===== config.mk =====
export PLATFORM = sky130hd
export DESIGN_NAME = branch_predictor
export DESIGN_NICKNAME = d
export VERILOG_FILES = /design/src/rtl/branch_predictor.sv
export SDC_FILE = /design/constraint.sdc
export NUM_CORES = 2
export LEC_CHECK = 0
export BUFFER_PORTS_ARGS = -buffer_cell sky130_fd_sc_hd__buf_4
export CORE_MARGIN = 1
export CORE_UTILIZATION = 50
export CTS_CLUSTER_DIAMETER = 30
export DETAILED_ROUTE_END_ITERATION = 16
export PLACE_DENSITY_LB_ADDON = 0.05
export SYNTH_ARGS = -nofsm -noshare
export SYNTH_HDL_FRONTEND = slang
export SYNTH_SLANG_ARGS = --single-unit
export TNS_END_PERCENT = 30

===== constraint.sdc =====
create_clock -name clk -period 4 [get_ports clk]
set_input_delay 0.4 -clock clk [delete_from_list [all_inputs] [get_ports clk]]
set_output_delay 0.4 -clock clk [all_outputs]
set_load 0.05 [all_outputs]

===== src/rtl/branch_predictor.sv =====
// -----------------------------------------------------------------------------
// branch_predictor
//   Bimodal branch predictor with a direct-mapped branch target buffer for the
//   5-stage RV32I pipeline. The IF stage gets a combinational prediction for
//   the fetch PC. The EX stage resolves the branch, trains the table and
//   requests a redirect/flush on a mispredict.
//
// Parameters
//   ENTRIES   number of table entries (power of two, >= 4)
//   TAG_BITS  stored tag width; tag = pc[IDX+TAG_BITS+1 : IDX+2]
//
// Ports
//   clk, rst_n        clock (rising edge), asynchronous active-low reset
//   if_pc             fetch PC to predict
//   pred_hit          valid entry whose tag matches if_pc
//   pred_taken        predicted taken
//   pred_target       predicted next PC (target if taken, else if_pc + 4)
//   ex_valid          EX holds a live instruction
//   ex_branch         EX instruction is a conditional branch
//   ex_pc             PC of the EX instruction
//   ex_branch_taken   resolved branch outcome
//   ex_target         computed branch target
//   ex_pred_taken     prediction carried with the EX instruction
//   ex_pred_target    predicted target carried with the EX instruction
//   mispredict        redirect/flush request this cycle
//   redirect_pc       correct next PC when mispredict = 1
//   perf_branches     (BP_PERF_CNT_EN only) count of resolved branches
//   perf_mispredicts  (BP_PERF_CNT_EN only) count of mispredict cycles
//
// Optional feature macro: BP_PERF_CNT_EN
// -----------------------------------------------------------------------------
module branch_predictor #(
    parameter int ENTRIES  = 64,
    parameter int TAG_BITS = 8
) (
    input  logic        clk,
    input  logic        rst_n,
    input  logic [31:0] if_pc,
    output logic        pred_hit,
    output logic        pred_taken,
    output logic [31:0] pred_target,
    input  logic        ex_valid,
    input  logic        ex_branch,
    input  logic [31:0] ex_pc,
    input  logic        ex_branch_taken,
    input  logic [31:0] ex_target,
    input  logic        ex_pred_taken,
    input  logic [31:0] ex_pred_target,
    output logic        mispredict,
    output logic [31:0] redirect_pc
`ifdef BP_PERF_CNT_EN
    ,
    output logic [31:0] perf_branches,
    output logic [31:0] perf_mispredicts
`endif
);

    localparam int IDX = $clog2(ENTRIES);

    logic                valid_q [ENTRIES];
    logic [TAG_BITS-1:0] tag_q   [ENTRIES];
    logic [29:0]         tgt_q   [ENTRIES];
    logic [1:0]          ctr_q   [ENTRIES];

    logic [IDX-1:0]      if_idx;
    logic [IDX-1:0]      ex_idx;
    logic [TAG_BITS-1:0] if_tag;
    logic [TAG_BITS-1:0] ex_tag;
    logic                ex_hit;
    logic                upd_en;
    logic                alias_clr;

    assign if_idx = if_pc[IDX+1:2];
    assign if_tag = if_pc[IDX+TAG_BITS+1:IDX+2];
    assign ex_idx = ex_pc[IDX+1:2];
    assign ex_tag = ex_pc[IDX+TAG_BITS+1:IDX+2];

    assign ex_hit    = valid_q[ex_idx] && (tag_q[ex_idx] == ex_tag);
    assign upd_en    = ex_valid && ex_branch;
    // A non-branch that was predicted taken aliased onto a BTB entry: drop it.
    assign alias_clr = ex_valid && !ex_branch && ex_pred_taken && ex_hit;

    // IF-stage lookup; reads the table before any same-cycle update lands.
    always_comb begin
        pred_hit    = valid_q[if_idx] && (tag_q[if_idx] == if_tag);
        pred_taken  = pred_hit && ctr_q[if_idx][1];
        pred_target = pred_taken ? {tgt_q[if_idx], 2'b00} : if_pc + 32'd4;
    end

    // EX-stage resolution.
    always_comb begin
        mispredict = 1'b0;
        if (ex_valid) begin
            if (ex_branch) begin
                mispredict = (ex_branch_taken != ex_pred_taken) ||
                             (ex_branch_taken && (ex_target != ex_pred_target));
            end else begin
                mispredict = ex_pred_taken;
            end
        end
        redirect_pc = (ex_branch && ex_branch_taken) ? ex_target : ex_pc + 32'd4;
    end

    always_ff @(posedge clk or negedge rst_n) begin
        if (!rst_n) begin
            for (int unsigned i = 0; i < ENTRIES; i++) begin
                valid_q[i] <= 1'b0;
                tag_q[i]   <= '0;
                tgt_q[i]   <= '0;
                ctr_q[i]   <= 2'b01;
            end
        end else if (upd_en) begin
            if (ex_hit) begin
                if (ex_branch_taken) begin
                    if (ctr_q[ex_idx] != 2'b11) ctr_q[ex_idx] <= ctr_q[ex_idx] + 2'd1;
                    tgt_q[ex_idx] <= ex_target[31:2];
                end else if (ctr_q[ex_idx] != 2'b00) begin
                    ctr_q[ex_idx] <= ctr_q[ex_idx] - 2'd1;
                end
            end else if (ex_branch_taken) begin
                valid_q[ex_idx] <= 1'b1;
                tag_q[ex_idx]   <= ex_tag;
                tgt_q[ex_idx]   <= ex_target[31:2];
                ctr_q[ex_idx]   <= 2'b10;
            end
        end else if (alias_clr) begin
            valid_q[ex_idx] <= 1'b0;
        end
    end

`ifdef BP_PERF_CNT_EN
    always_ff @(posedge clk or negedge rst_n) begin
        if (!rst_n) begin
            perf_branches    <= '0;
            perf_mispredicts <= '0;
        end else begin
            if (upd_en)     perf_branches    <= perf_branches + 32'd1;
            if (mispredict) perf_mispredicts <= perf_mispredicts + 32'd1;
        end
    end
`endif

endmodule

==> impl_results.md <==
- FMAX: ~200 MHz
- Met2 usage: 54.22%
- Count of input and output buffers: 200
- Inst Count DP: 11.80k
- Critical path startpoint category: flip-flop
- Routability Congestion: 0.9655
- Mux contribution to synthesized area: 40.11%
- Met3 usage: 6.809%
- Post-synth cell types: 71
- Mean Syn Cell Area: 15.52 µm²
- CTS tree: built
- First-pass GRT wire length: 650.4 mm
- Synth top area share: between 50% and 60%
- Hold crit path type: in2reg
- Vias in the first global route: 87.60k
- CP Cell Sequence: mux4_2 > mux4_2 > mux2i_1 > nor2_1 > a21oi_1 > xnor2_1 > a2111oi_4 > nand4_1 > buf_12 > buf_16 > mux2_2 > buf_6
- Rows: 185
- Post-Layout Cell Count: 12.91k
- Final Hold Vio Count: 0
- Crit share post-route: 126.3%
- CP Data Required Time: 3.60 ns
- Die Span X: approximately 510 µm
- #FFs+latches synth: 2,624
- Core Area: roughly 0.25 mm²
- Crit path arrival time: 4.65 ns
- Worst vdd ir: 0.4477 mV
- Crit Reg-Reg Endpoint: ctr_q[35]
- Register area: ~0.066 mm²
- Ys flop type: dfrtp_1
- Initial antenna violation count: 25
- Root buffer cell: clkbuf_16
- Unrepaired setup endpoints after global routing: true
- Ratio of cells with drive above 1 in the final layout: between 60% and 70%
- Synth top area cells: dfrtp_1 50%, mux2_2 21%, mux4_2 16%
- Crit path time final: 5.050 ns
- Hold path start: ex_target[27]
- Crit path top cell by count: mux4_2
- Htree depth: 6
- Worst skew pair latency: 0.94 ns
- Synth Area in Adders: less than 1%
- Final ANT Viol Nets: 0
- CP Buf/Inv Count: 3
- DP Worst Slack: -1.173 ns
- Share of the yosys chip area belonging to registers: 51.36%
- Worst path max stage delay: 0.54 ns
- Pins Over Slew Limit: 0
- Max-Cap Viols: 0
- First-pass detailed-route iteration total: 5
- Post-synth EDFFs: 0
- Ys Warns: 0
- Post-synth top area cell: dfrtp_1
- CTS Sinks: 2,624
- Slew @ Worst Pin: 1.086 ns
- Post-synth top cells: 2,560 x dfrtp_1, 2,361 x mux2_2, 906 x mux4_2, 649 x clkbuf_1, 238 x mux2_4
- Die height: approximately 500 µm
- Number of filler cells placed in the layout: between 15k and 20k
- Largest net degree at the start of global routing: roughly 140
- XOR/XNOR share of the synthesized area: 0.6979%
- Synthesized instance count: between 8k and 9k
- Cell family with most CP delay: multiplexers
- Finished Cell Area: 0.1617 mm²
- Layout Nets: between 9k and 10k
- Area occupied by multi-input gates: approximately 0.06 mm²
- CTS buffer count: 595
- Met1 Use GR: 47.85%
- Layout area overhead: 26.29%
- Post-synthesis compound-gate area fraction: 2.834%
- Die area: 0.2581 mm²
- Hold Path Sink: tgt_q[355]
- Worst hold margin: 0.1230 ns
- Worst clock skew: 0.06232 ns
- Post-synth ARST share: 100.0%
- Detailed Place HPWL: 287.9 mm
- Placed Area: 0.1403 mm²
- Final WL: 449.7 mm
- Most instantiated library cell after synthesis: dfrtp_1
- Hold Crit Depth: 2
- PD cells: 525.4 mW/mm²
- Total Routing Usage GR: 35.22%
- Clock buffer depth: 4
- Critical path class: reg2out
- Routed vias/inst: ~6.5
- Reg2Reg Depth: 14
- Global route overflow: 0
- Drt wl/cell: 34.84 µm
- Static leakage: between 70 and 80 nW
- Status: finished with violations
- Worst rel slew slack: 27.38%
- Final setup margin: -1.050 ns
- FF-to-FF Start: tag_q[405]
- Setup TNS: -33.22 ns
- Failing checks: negative setup slack
- Clock transition at path regs: 0.04 ns
- Reg2Reg Setup Slack: about 0.07 ns
- GR peak layer: met2
- CP max-delay cell: mux4_2
- Via count: between 80k and 90k
- CP Max Fanout: 9
- # setup viols final: 34
- Crit. Startpoint: tag_q[508]
- Syn Std Cell Area: 0.1280 mm²
- Largest family of logic cells by synthesized area: multiplexers
- Simple-gate area share of the yosys netlist: 2.190%
- Starting Density: 50.32%
- Setup crit end kind: primary output
- Io pins: 201
- Syn_nets: 8,388
- Initial DRC Count: 7,563
- Remaining design rule violation count: 0
through the flow:
stage / power (W) / util [%]
CTS: 0.08536 / 63.49
detailed placement: 0.03527 / 55.16
global route: 0.08731 / 63.54
global placement: 0.03508 / 55.16
floorplan: 0.03243 / -
finish: 0.08494 / 63.55
timing repair:
action | in CTS | in global routing
gates cloned | 3 | 0
hold endpoints to repair | 98 | 0
endpoints found under the setup margin | 35 | 86
pin swaps | 7 | 3
resized for setup | 63 | 11
hold buffers | 5 | 0
setup buffers | 6 | 5
how the worst max path moves through the flow:
stage	endpoint	slack [ns]	cells after the start
floorplan	pred_target[25]	-0.15	9
finish	pred_target[23]	-1.05	12
detailed placement	pred_target[5]	-1.17	12
global placement	pred_target[5]	-1.37	14
global route	pred_target[21]	-1.10	11
CTS	pred_target[5]	-1.06	11
cell usage in the layout, fill, tap and decap left out, types with 23 or more instances in the layout:
master and n:
dfrtp_1 2560, mux2_2 2384, mux4_2 906, buf_4 804, clkbuf_16 606, mux2_4 241, buf_12 201, o21ai_0 197
nand2_1 195, clkbuf_8 104, clkinv_2 95, clkbuf_1 91, a22oi_1 71, bufinv_16 70, dfstp_2 64, xor2_1 57
o32ai_2 53, nand3_1 49, nand3_4 47, a221oi_1 43, mux2i_1 43, clkinvlp_4 41, xnor2_1 40, nor2_4 40
a21oi_1 39, buf_6 37, nor2_1 35, clkinv_4 25, nand4_1 23
cell type report:
cell class | instances | share of cell area [%]
Antenna cell | 18 | 0.02786
Sequential cell | 2624 | 40.67
Timing Repair Buffer | 1058 | 6.652
Inverter | 22 | 0.05108
Tap cell | 3366 | 2.605
Clock inverter | 277 | 2.371
Multi-Input combinational cell | 4744 | 37.15
Clock buffer | 801 | 10.48
cells by family (layout without fill, tap and decap cells):
group	count (synthesis)	after routing
simple gates	532	532
compound gates	527	527
xor+xnor	102	102
flops	2624	2624
other cells	0	18
buf+inv	882	2158
fa+ha+maj	4	4
mux	3579	3579
where the power goes:
part	total, W	leakage, nW	switching (W)	internal, W
clock network	0.0499	10.1	0.0158	0.0342
registers	0.0287	35.9	0.000789	0.0279
logic	0.00629	29.9	0.00335	0.00294
state kept, by name, indices dropped and copies added, names as in the netlist, named ones only:
register  count
tgt_q      1920
ctr_q       128
tag_q       512
layer usage:
metal	vias to the layer above	part of all wire, %
met2	3527	47
li1	33180	-
met1	45780	41
met5	-	0.0033
met3	1016	6.9
met4	2	5.4
Power figures use the tool's default switching activity.
